<file path="config.mk">
export PLATFORM = sky130hd
export DESIGN_NAME = vga_timing_ctrl_flat
export DESIGN_NICKNAME = d
export VERILOG_FILES = /design/src/rtl/vga_timing_if.sv /design/src/rtl/vga_timing_ctrl.sv /design/src/flat_wrapper.sv
export SDC_FILE = /design/constraint.sdc
export NUM_CORES = 1
export LEC_CHECK = 0
export ABC_AREA = 1
export CAP_MARGIN = 20
export CORE_ASPECT_RATIO = 0.75
export CORE_MARGIN = 8
export CORE_UTILIZATION = 55
export DETAILED_ROUTE_END_ITERATION = 7
export GPL_ROUTABILITY_DRIVEN = 0
export PLACE_DENSITY = 0.82
export SLEW_MARGIN = 40
export SYNTH_ARGS = -nofsm -noshare
export SYNTH_HDL_FRONTEND = slang
export SYNTH_SLANG_ARGS = --single-unit
</file>
<file path="constraint.sdc">
create_clock -name clk -period 4.9 [get_ports clk]
set_clock_uncertainty 0.2 [all_clocks]
set_input_delay 1.225 -clock clk [delete_from_list [all_inputs] [get_ports clk]]
set_output_delay 1.225 -clock clk [all_outputs]
set_load 0.01 [all_outputs]
</file>
<file path="src/rtl/vga_timing_if.sv">
// Signal bundle between the VGA timing controller and its neighbours.
// The controller uses the slave view; the divider/pixel path side uses the master view.
interface vga_timing_if;
  logic       pix_en;
  logic       run;
  logic       hsync;
  logic       vsync;
  logic       active;
  logic [9:0] x;
  logic [9:0] y;
  logic       frame_start;
  logic       busy;

  modport master (
    output pix_en, run,
    input  hsync, vsync, active, x, y, frame_start, busy
  );

  modport slave (
    input  pix_en, run,
    output hsync, vsync, active, x, y, frame_start, busy
  );
endinterface

</file>
<file path="src/rtl/vga_timing_ctrl.sv">
// VGA raster timing: steps x/y once per pixel enable and decodes sync/active from the new position.
// Scanning starts and stops only on frame boundaries.
module vga_timing_ctrl #(
  parameter int H_ACTIVE = 640,
  parameter int H_FP     = 16,
  parameter int H_SYNC   = 96,
  parameter int H_BP     = 48,
  parameter int V_ACTIVE = 480,
  parameter int V_FP     = 10,
  parameter int V_SYNC   = 2,
  parameter int V_BP     = 33
) (
  input logic        clk,
  input logic        rst,
  vga_timing_if.slave bus
);

  localparam int H_TOTAL = H_ACTIVE + H_FP + H_SYNC + H_BP;
  localparam int V_TOTAL = V_ACTIVE + V_FP + V_SYNC + V_BP;

  localparam logic [9:0] H_LAST      = 10'(H_TOTAL - 1);
  localparam logic [9:0] V_LAST      = 10'(V_TOTAL - 1);
  localparam logic [9:0] H_VIS       = 10'(H_ACTIVE);
  localparam logic [9:0] V_VIS       = 10'(V_ACTIVE);
  localparam logic [9:0] H_SYNC_BEG  = 10'(H_ACTIVE + H_FP);
  localparam logic [9:0] H_SYNC_END  = 10'(H_ACTIVE + H_FP + H_SYNC);
  localparam logic [9:0] V_SYNC_BEG  = 10'(V_ACTIVE + V_FP);
  localparam logic [9:0] V_SYNC_END  = 10'(V_ACTIVE + V_FP + V_SYNC);

  typedef enum logic {IDLE, RUN} state_e;

  state_e     state_q, state_d;
  logic [9:0] x_q, x_d;
  logic [9:0] y_q, y_d;
  logic       hsync_q, hsync_d;
  logic       vsync_q, vsync_d;
  logic       active_q, active_d;
  logic       frame_start_q, frame_start_d;
  logic       busy_q, busy_d;

  always_ff @(posedge clk or posedge rst) begin
    if (rst) begin
      state_q       <= IDLE;
      x_q           <= '0;
      y_q           <= '0;
      hsync_q       <= 1'b1;
      vsync_q       <= 1'b1;
      active_q      <= 1'b0;
      frame_start_q <= 1'b0;
      busy_q        <= 1'b0;
    end else begin
      state_q       <= state_d;
      x_q           <= x_d;
      y_q           <= y_d;
      hsync_q       <= hsync_d;
      vsync_q       <= vsync_d;
      active_q      <= active_d;
      frame_start_q <= frame_start_d;
      busy_q        <= busy_d;
    end
  end

  // run only matters at the last pixel of a frame (or while idle)
  always_comb begin
    state_d       = state_q;
    x_d           = x_q;
    y_d           = y_q;
    frame_start_d = 1'b0;
    case (state_q)
      IDLE: begin
        if (bus.pix_en && bus.run) begin
          state_d       = RUN;
          x_d           = '0;
          y_d           = '0;
          frame_start_d = 1'b1;
        end
      end
      RUN: begin
        if (bus.pix_en) begin
          if (x_q == H_LAST) begin
            x_d = '0;
            if (y_q == V_LAST) begin
              y_d = '0;
              if (bus.run) frame_start_d = 1'b1;
              else         state_d       = IDLE;
            end else begin
              y_d = y_q + 10'd1;
            end
          end else begin
            x_d = x_q + 10'd1;
          end
        end
      end
      default: state_d = IDLE;
    endcase
  end

  // Decode from the next position so all outputs describe the same pixel
  always_comb begin
    busy_d   = (state_d == RUN);
    active_d = busy_d && (x_d < H_VIS) && (y_d < V_VIS);
    hsync_d  = !(busy_d && (x_d >= H_SYNC_BEG) && (x_d < H_SYNC_END));
    vsync_d  = !(busy_d && (y_d >= V_SYNC_BEG) && (y_d < V_SYNC_END));
  end

  assign bus.hsync       = hsync_q;
  assign bus.vsync       = vsync_q;
  assign bus.active      = active_q;
  assign bus.x           = x_q;
  assign bus.y           = y_q;
  assign bus.frame_start = frame_start_q;
  assign bus.busy        = busy_q;

endmodule
</file>
<file path="src/flat_wrapper.sv">
// flat-port wrapper written by rule: the top's interface ports become plain ports
module vga_timing_ctrl_flat 
#(
  parameter int H_ACTIVE = 640,
  parameter int H_FP     = 16,
  parameter int H_SYNC   = 96,
  parameter int H_BP     = 48,
  parameter int V_ACTIVE = 480,
  parameter int V_FP     = 10,
  parameter int V_SYNC   = 2,
  parameter int V_BP     = 33
)
  (clk, rst, bus_pix_en, bus_run, bus_hsync, bus_vsync, bus_active, bus_x, bus_y, bus_frame_start, bus_busy);
  vga_timing_if bus_i ();
  input logic clk;
  input logic rst;
  input wire logic [$bits(bus_i.pix_en)-1:0] bus_pix_en;
  input wire logic [$bits(bus_i.run)-1:0] bus_run;
  output wire logic [$bits(bus_i.hsync)-1:0] bus_hsync;
  output wire logic [$bits(bus_i.vsync)-1:0] bus_vsync;
  output wire logic [$bits(bus_i.active)-1:0] bus_active;
  output wire logic [$bits(bus_i.x)-1:0] bus_x;
  output wire logic [$bits(bus_i.y)-1:0] bus_y;
  output wire logic [$bits(bus_i.frame_start)-1:0] bus_frame_start;
  output wire logic [$bits(bus_i.busy)-1:0] bus_busy;
  assign bus_i.pix_en = bus_pix_en;
  assign bus_i.run = bus_run;
  assign bus_hsync = bus_i.hsync;
  assign bus_vsync = bus_i.vsync;
  assign bus_active = bus_i.active;
  assign bus_x = bus_i.x;
  assign bus_y = bus_i.y;
  assign bus_frame_start = bus_i.frame_start;
  assign bus_busy = bus_i.busy;
  vga_timing_ctrl #(.H_ACTIVE(H_ACTIVE), .H_FP(H_FP), .H_SYNC(H_SYNC), .H_BP(H_BP), .V_ACTIVE(V_ACTIVE), .V_FP(V_FP), .V_SYNC(V_SYNC), .V_BP(V_BP)) u_core (.clk(clk), .rst(rst), .bus(bus_i));
endmodule
</file>
==> flow_summary.toml, run 1 <==
[outcome]
status = "complete, no violations"

[sta]
tightest_slew_ns = 0.7244
rsz0062_at_grt = "false"
min_period_ns = 3.297
hold_violations = 0
layout_setup_ws_ns = 1.603
finalCritPeriodShare_pct = 67.29
maxSlewHeadroom_pct = 51.71
fmax_ghz = 0.3033
setup_viol = 0
tns_ns = 0
drv_slew = 0

[route]
drc = 0
dr.pass1.iters = 4
met1Wirelength_um = 2087
via_per_inst = 5.503
wl_per_cell_um = 14.43
via_count = 1761
drt-total-wl_um = 4618
met3WireLength_um = 441
wl_met2_um = 2037
postRouteAntennaNets = 0
drt_iter0_markers = 225
dr.max_layer_used = "met4"

[global_routing]
grt_max_degree = 26
antenna_found_initial = 0
grt_pass1_wl_um = 7679
grt_use_total_pct = 18.10
grt_pass1_vias = 1548
grt-ovfl-total = 0

[power_and_ir_drop]
p_per_area_nw_per_um2 = 329.1
worst_ir_drop_vdd_mv = 0.3021
p_leak_uw = 0.001015
power_uw = 698.8

[floorplanning]
die_x_um = 81.65
core.rowCount = 18
core_area_um2 = 3198
die_y_um = 65.24
die_area_um2 = 5327
io_pins = 29
initial_utilization_pct = 55.59

[clock_network]
ctsResizeCount = 0
hold_buffers = 0
worstSkewPairLatency_ns = 0.27
clk_pin_slew_ns = 0.09
cts_sinks = 25
cts_tree = "yes"
cts_root_buffer = "clkbuf_8"
numCtsBuffers = 3
cts_buffer_depth = 2
postCtsSetupRepairBufs = 0
htreeDepth = 1

[finish]
fillerInstances = 280
syn_to_final_growth_pct = 19.42
n_antenna_cell = 0
drive_gt1_share_pct = 15.00
nets = 288
utilization_pct = 66.39

[synth]
synth_top_area_share_pct = 32.37
synth.cell_area_um2 = 1778
yosys_warnings = 0
ys.flop_type = "dfrtp_1"
synth_fp_nets = 259
ys_seq_elements = 25
ys_types = 33
yosys.area.top_type = "dfrtp_1"
synthCells = 252
yosys-top-cells-count = "nand2_1 (72), inv_1 (32), nor2_1 (25)"
async_reset_ff_share_pct = 100.0
netlist_top_cells_area = "dfrtp_1 (32%), nand2_1 (15%), inv_1 (6.8%), nand3_1 (5.6%), nor2_1 (5.3%)"
synth_most_common_cell = "nand2_1"
synth_seq_area_share_pct = 35.33
synth_edf_count = 0
syn_avg_cell_area_um2 = 7.055

[critical_path]
worstPathArrival_ns = 3.29
critPathCaptureType = "flop"
critPathRequiredTime_ns = 4.90
start_kind = "input port"
critPathKind = "input port to flop"
worst-path-max-fanout = 15

[run]
maxCapViolCount = 0

[place]
port_buffers = 28
post-dp-hpwl_um = 3509
pre_cts_ws_ns = 1.323

[min_path]
worstHoldPathType = "flop to flop"
==> worst paths after layout <==
kind	slack, ns	start	endpoint	cells past startpoint
max in group asynchronous	3.04	rst	u_core.bus.vsync	2
min in group asynchronous	1.10	rst	u_core.state_q	2
max	1.60	bus_pix_en	u_core.bus.hsync	9
min reg2reg	0.40	u_core.bus.x[0]	u_core.bus.x[0]	1
max reg2reg	2.65	u_core.state_q	u_core.bus.active	11
min	0.40	u_core.bus.x[0]	u_core.bus.x[0]	1
==> per-layer routing <==
| metal | global-route usage (%) | vias to the layer above |
|---|---|---|
| met5 | 0 | - |
| met4 | 3.493 | 0 |
| met3 | 4.360 | 6 |
| met2 | 27.16 | 91 |
| met1 | 25.86 | 801 |
| li1 | - | 863 |
==> layout by cell type, fill, tap and decap left out, drive strengths merged <==
cell type and instances:
a21oi 9, o21ai 12, o21bai 1, xor2 2
nand4 9, clkbuf 3, o31ai 1, nand3b 1
nand3 27, nor2 34, nor3 4, or2 1
a32o 1, clkinv 2, clkdlybuf4s50 28, dfstp 2
dfrtp 23, ha 3, nand2 77, o211ai 1
inv 38, o32ai 1
==> cells by family (layout without fill, tap and decap cells) <==
logic type	after synthesis	in the layout	synth area share, %
compound gates	26	26	9.501
xor+xnor	2	2	0.9854
fa+ha+maj	3	3	2.111
buf+inv	43	71	10.06
simple gates	153	153	42.01
flops	25	25	35.33
==> through the flow <==
stage               cells  area, um^2  hold slack, ns
floorplan             252        1778          0.3853
global placement      316        2077          0.3602
detailed placement    316        2077          0.3710
CTS                   320        2123          0.3971
global route          320        2123          0.4321
finish                320        2123          0.4037
==> where the power goes <==
part	switching, uW	internal (uW)	total, uW	leakage (uW)
Combinational	146	118	264	0.000711
Sequential	67.1	243	310	0.000279
Clock	67.8	57.0	125	0.0000255
Total	281	418	699	0.00102
==> worst max-delay path: stages <==
cell and delay (ns):
clkdlybuf4s50_1 0.71, nand2_1 0.30, inv_2 0.12, nor2_4 0.21, inv_1 0.18, o21ai_1 0.25, nor2_1 0.07, o211ai_1 0.10
nand4_1 0.12
==> state kept, by name, indices dropped and copies added, names as in the netlist <==
name / count
u_core.bus.active: 1
u_core.bus.y: 10
u_core.bus.vsync: 1
u_core.state_q: 1
u_core.bus.hsync: 1
u_core.bus.frame_start: 1
u_core.bus.x: 10
==> final cells by class <==
type,count,area (um^2),share of cell area (%)
sequential,25,628.1,29.58
clock inverter,1,5.005,0.2357
timing repair buffer,28,280.3,13.20
tap,40,50.05,2.357
clock buffer,3,41.29,1.945
multi-input combinational,184,970.9,45.73
inverter,39,147.6,6.953
(Power assumes the default switching activity.)
==> run 2: changes to the inputs <==
- CORE_UTILIZATION: 55 -> 53
- PLACE_DENSITY: 0.82 -> 0.79
- clock period: 4.9 -> 3.42 ns (I/O delays scaled with it)
==> flow_summary.toml, run 2 (synthesis gave the netlist of run 1 again) <==
[place]
place_inst = 319
post-dp-hpwl_um = 3553
port_buffers = 28

[route]
drt_iter0_markers = 194
dr.pass1.iters = 5
postRouteAntennaNets = 0
drt-total-wl_um = 4668
via_count = 1726
drc = 0
via_per_inst = 5.344
wl_per_cell_um = 14.45

[floorplanning]
core_area_um2 = 3243
core.rowCount = 18
die_y_um = 66.16
die_x_um = 82.88
initial_utilization_pct = 54.82
die_area_um2 = 5483
io_pins = 29

[min_path]
worstHoldPathType = "flop to flop"
whs_path_depth = 2

[sta]
tightest_slew_ns = 0.5415
hold_violations = 0
drv_slew = 0
rsz0062_at_grt = "false"
maxSlewHeadroom_pct = 63.52
min_period_ns = 2.725
tns_ns = 0
setup_viol = 0
finalCritPeriodShare_pct = 79.69
fmax_ghz = 0.3669

[clock_network]
postCtsSetupRepairBufs = 0
hold_buffers = 0
ctsResizeCount = 0
numCtsBuffers = 3
clk_pin_slew_ns = 0.10
cts_sinks = 25
cts_root_buffer = "clkbuf_8"
cts_buffer_depth = 2
worstSkewPairLatency_ns = 0.28
htreeDepth = 1
cts_tree = "yes"

[global_routing]
grt_use_total_pct = 16.97
grt.met3_usage_pct = 7.512
grt_max_degree = 26
antenna_found_initial = 0
grt-ovfl-total = 0
grt_pass1_wl_um = 7659
grt.busiest_layer = "met2"
grt_pass1_vias = 1575
met1_usage_pct = 22.00
grtUsageMet2_pct = 25.65

[critical_path]
ff2ff_path_depth = 11
critPathKind = "input port to flop"
worstPathArrival_ns = 2.73
critPathCaptureType = "flop"
worst-path-max-fanout = 8
start_kind = "input port"
critPathRequiredTime_ns = 3.42

[power_and_ir_drop]
internal_power_uw = 601.0
p_leak_uw = 0.001026
power.switching_uw = 413.1
p_per_area_nw_per_um2 = 472.1
worst_ir_drop_vdd_mv = 0.3820
p_clk_share_pct = 18.3
combPwrFrac_pct = 38.2
seq_power_share_pct = 43.5
p_sw_share_pct = 40.74

[finish]
n_antenna_cell = 0
final_common_cell = "nand2_1"
utilization_pct = 66.24
stdcell_count = 323
syn_to_final_growth_pct = 20.83
drive_gt1_share_pct = 15.55
nets = 291
layout_common_cells = "nand2_1 (72), inv_1 (32), clkdlybuf4s50_1 (28)"
fillerInstances = 290

[run]
maxCapViolCount = 0

[outcome]
status = "complete, no violations"
run 2: metrics by stage:
stage | cell area, um^2 | setup slack, ns | power (uW) | hold WS, ns
finish | 2148 | 0.6948 | 1014 | 0.4080
detailed placement | 2100 | 0.4043 | 830.3 | 0.3856
global placement | 2100 | 0.4445 | 828.9 | 0.3875
floorplan | 1778 | 1.390 | 657.0 | 0.3853
CTS | 2148 | 0.6886 | 1018 | 0.4092
global route | 2148 | 0.5348 | 1080 | 0.4361
run 2: worst paths after layout:
check	startpoint	slack, ns	end
worst max-delay path	bus_pix_en	0.69	u_core.bus.hsync
worst min-delay path	u_core.bus.y[9]	0.41	u_core.bus.y[9]
worst max register to register	u_core.bus.x[0]	1.24	u_core.bus.active
worst min register to register	u_core.bus.y[9]	0.41	u_core.bus.y[9]
max in group asynchronous	rst	2.00	u_core.bus.hsync
min in group asynchronous	rst	0.72	u_core.bus.y[6]
run 2: per-layer routing:
metal  wire [um]  part of all wire [%]
met1        2103                    45
met2        2002                    43
met3         545                    12
met4          17                  0.36
met5           0                     0
run 2: critical path, cell delays in order:
cell             delay, ns
clkdlybuf4s50_1       0.55
nand2_1               0.22
inv_2                 0.11
nor2_4                0.22
inv_1                 0.18
o21ai_1               0.29
nor2_1                0.07
o211ai_1              0.10
nand4_1               0.12
run 2: cell type report:
cell class,instances,area (um^2),share of cell area (%)
multi-input cells,184,970.9,45.20
clock buffers,3,41.29,1.922
repair buffers,31,302.8,14.09
well taps,40,50.05,2.330
flip-flops and latches,25,628.1,29.24
inverters,39,147.6,6.872
clock inverters,1,7.507,0.3494
run 2: power groups by stage:
stage,combinational (uW),sequential [uW],clock (uW)
after floorplan,207,450,0
after global placement,382,447,0
after detailed placement,385,445,0
after CTS,387,439,191
after global routing,423,451,206
final,387,441,186
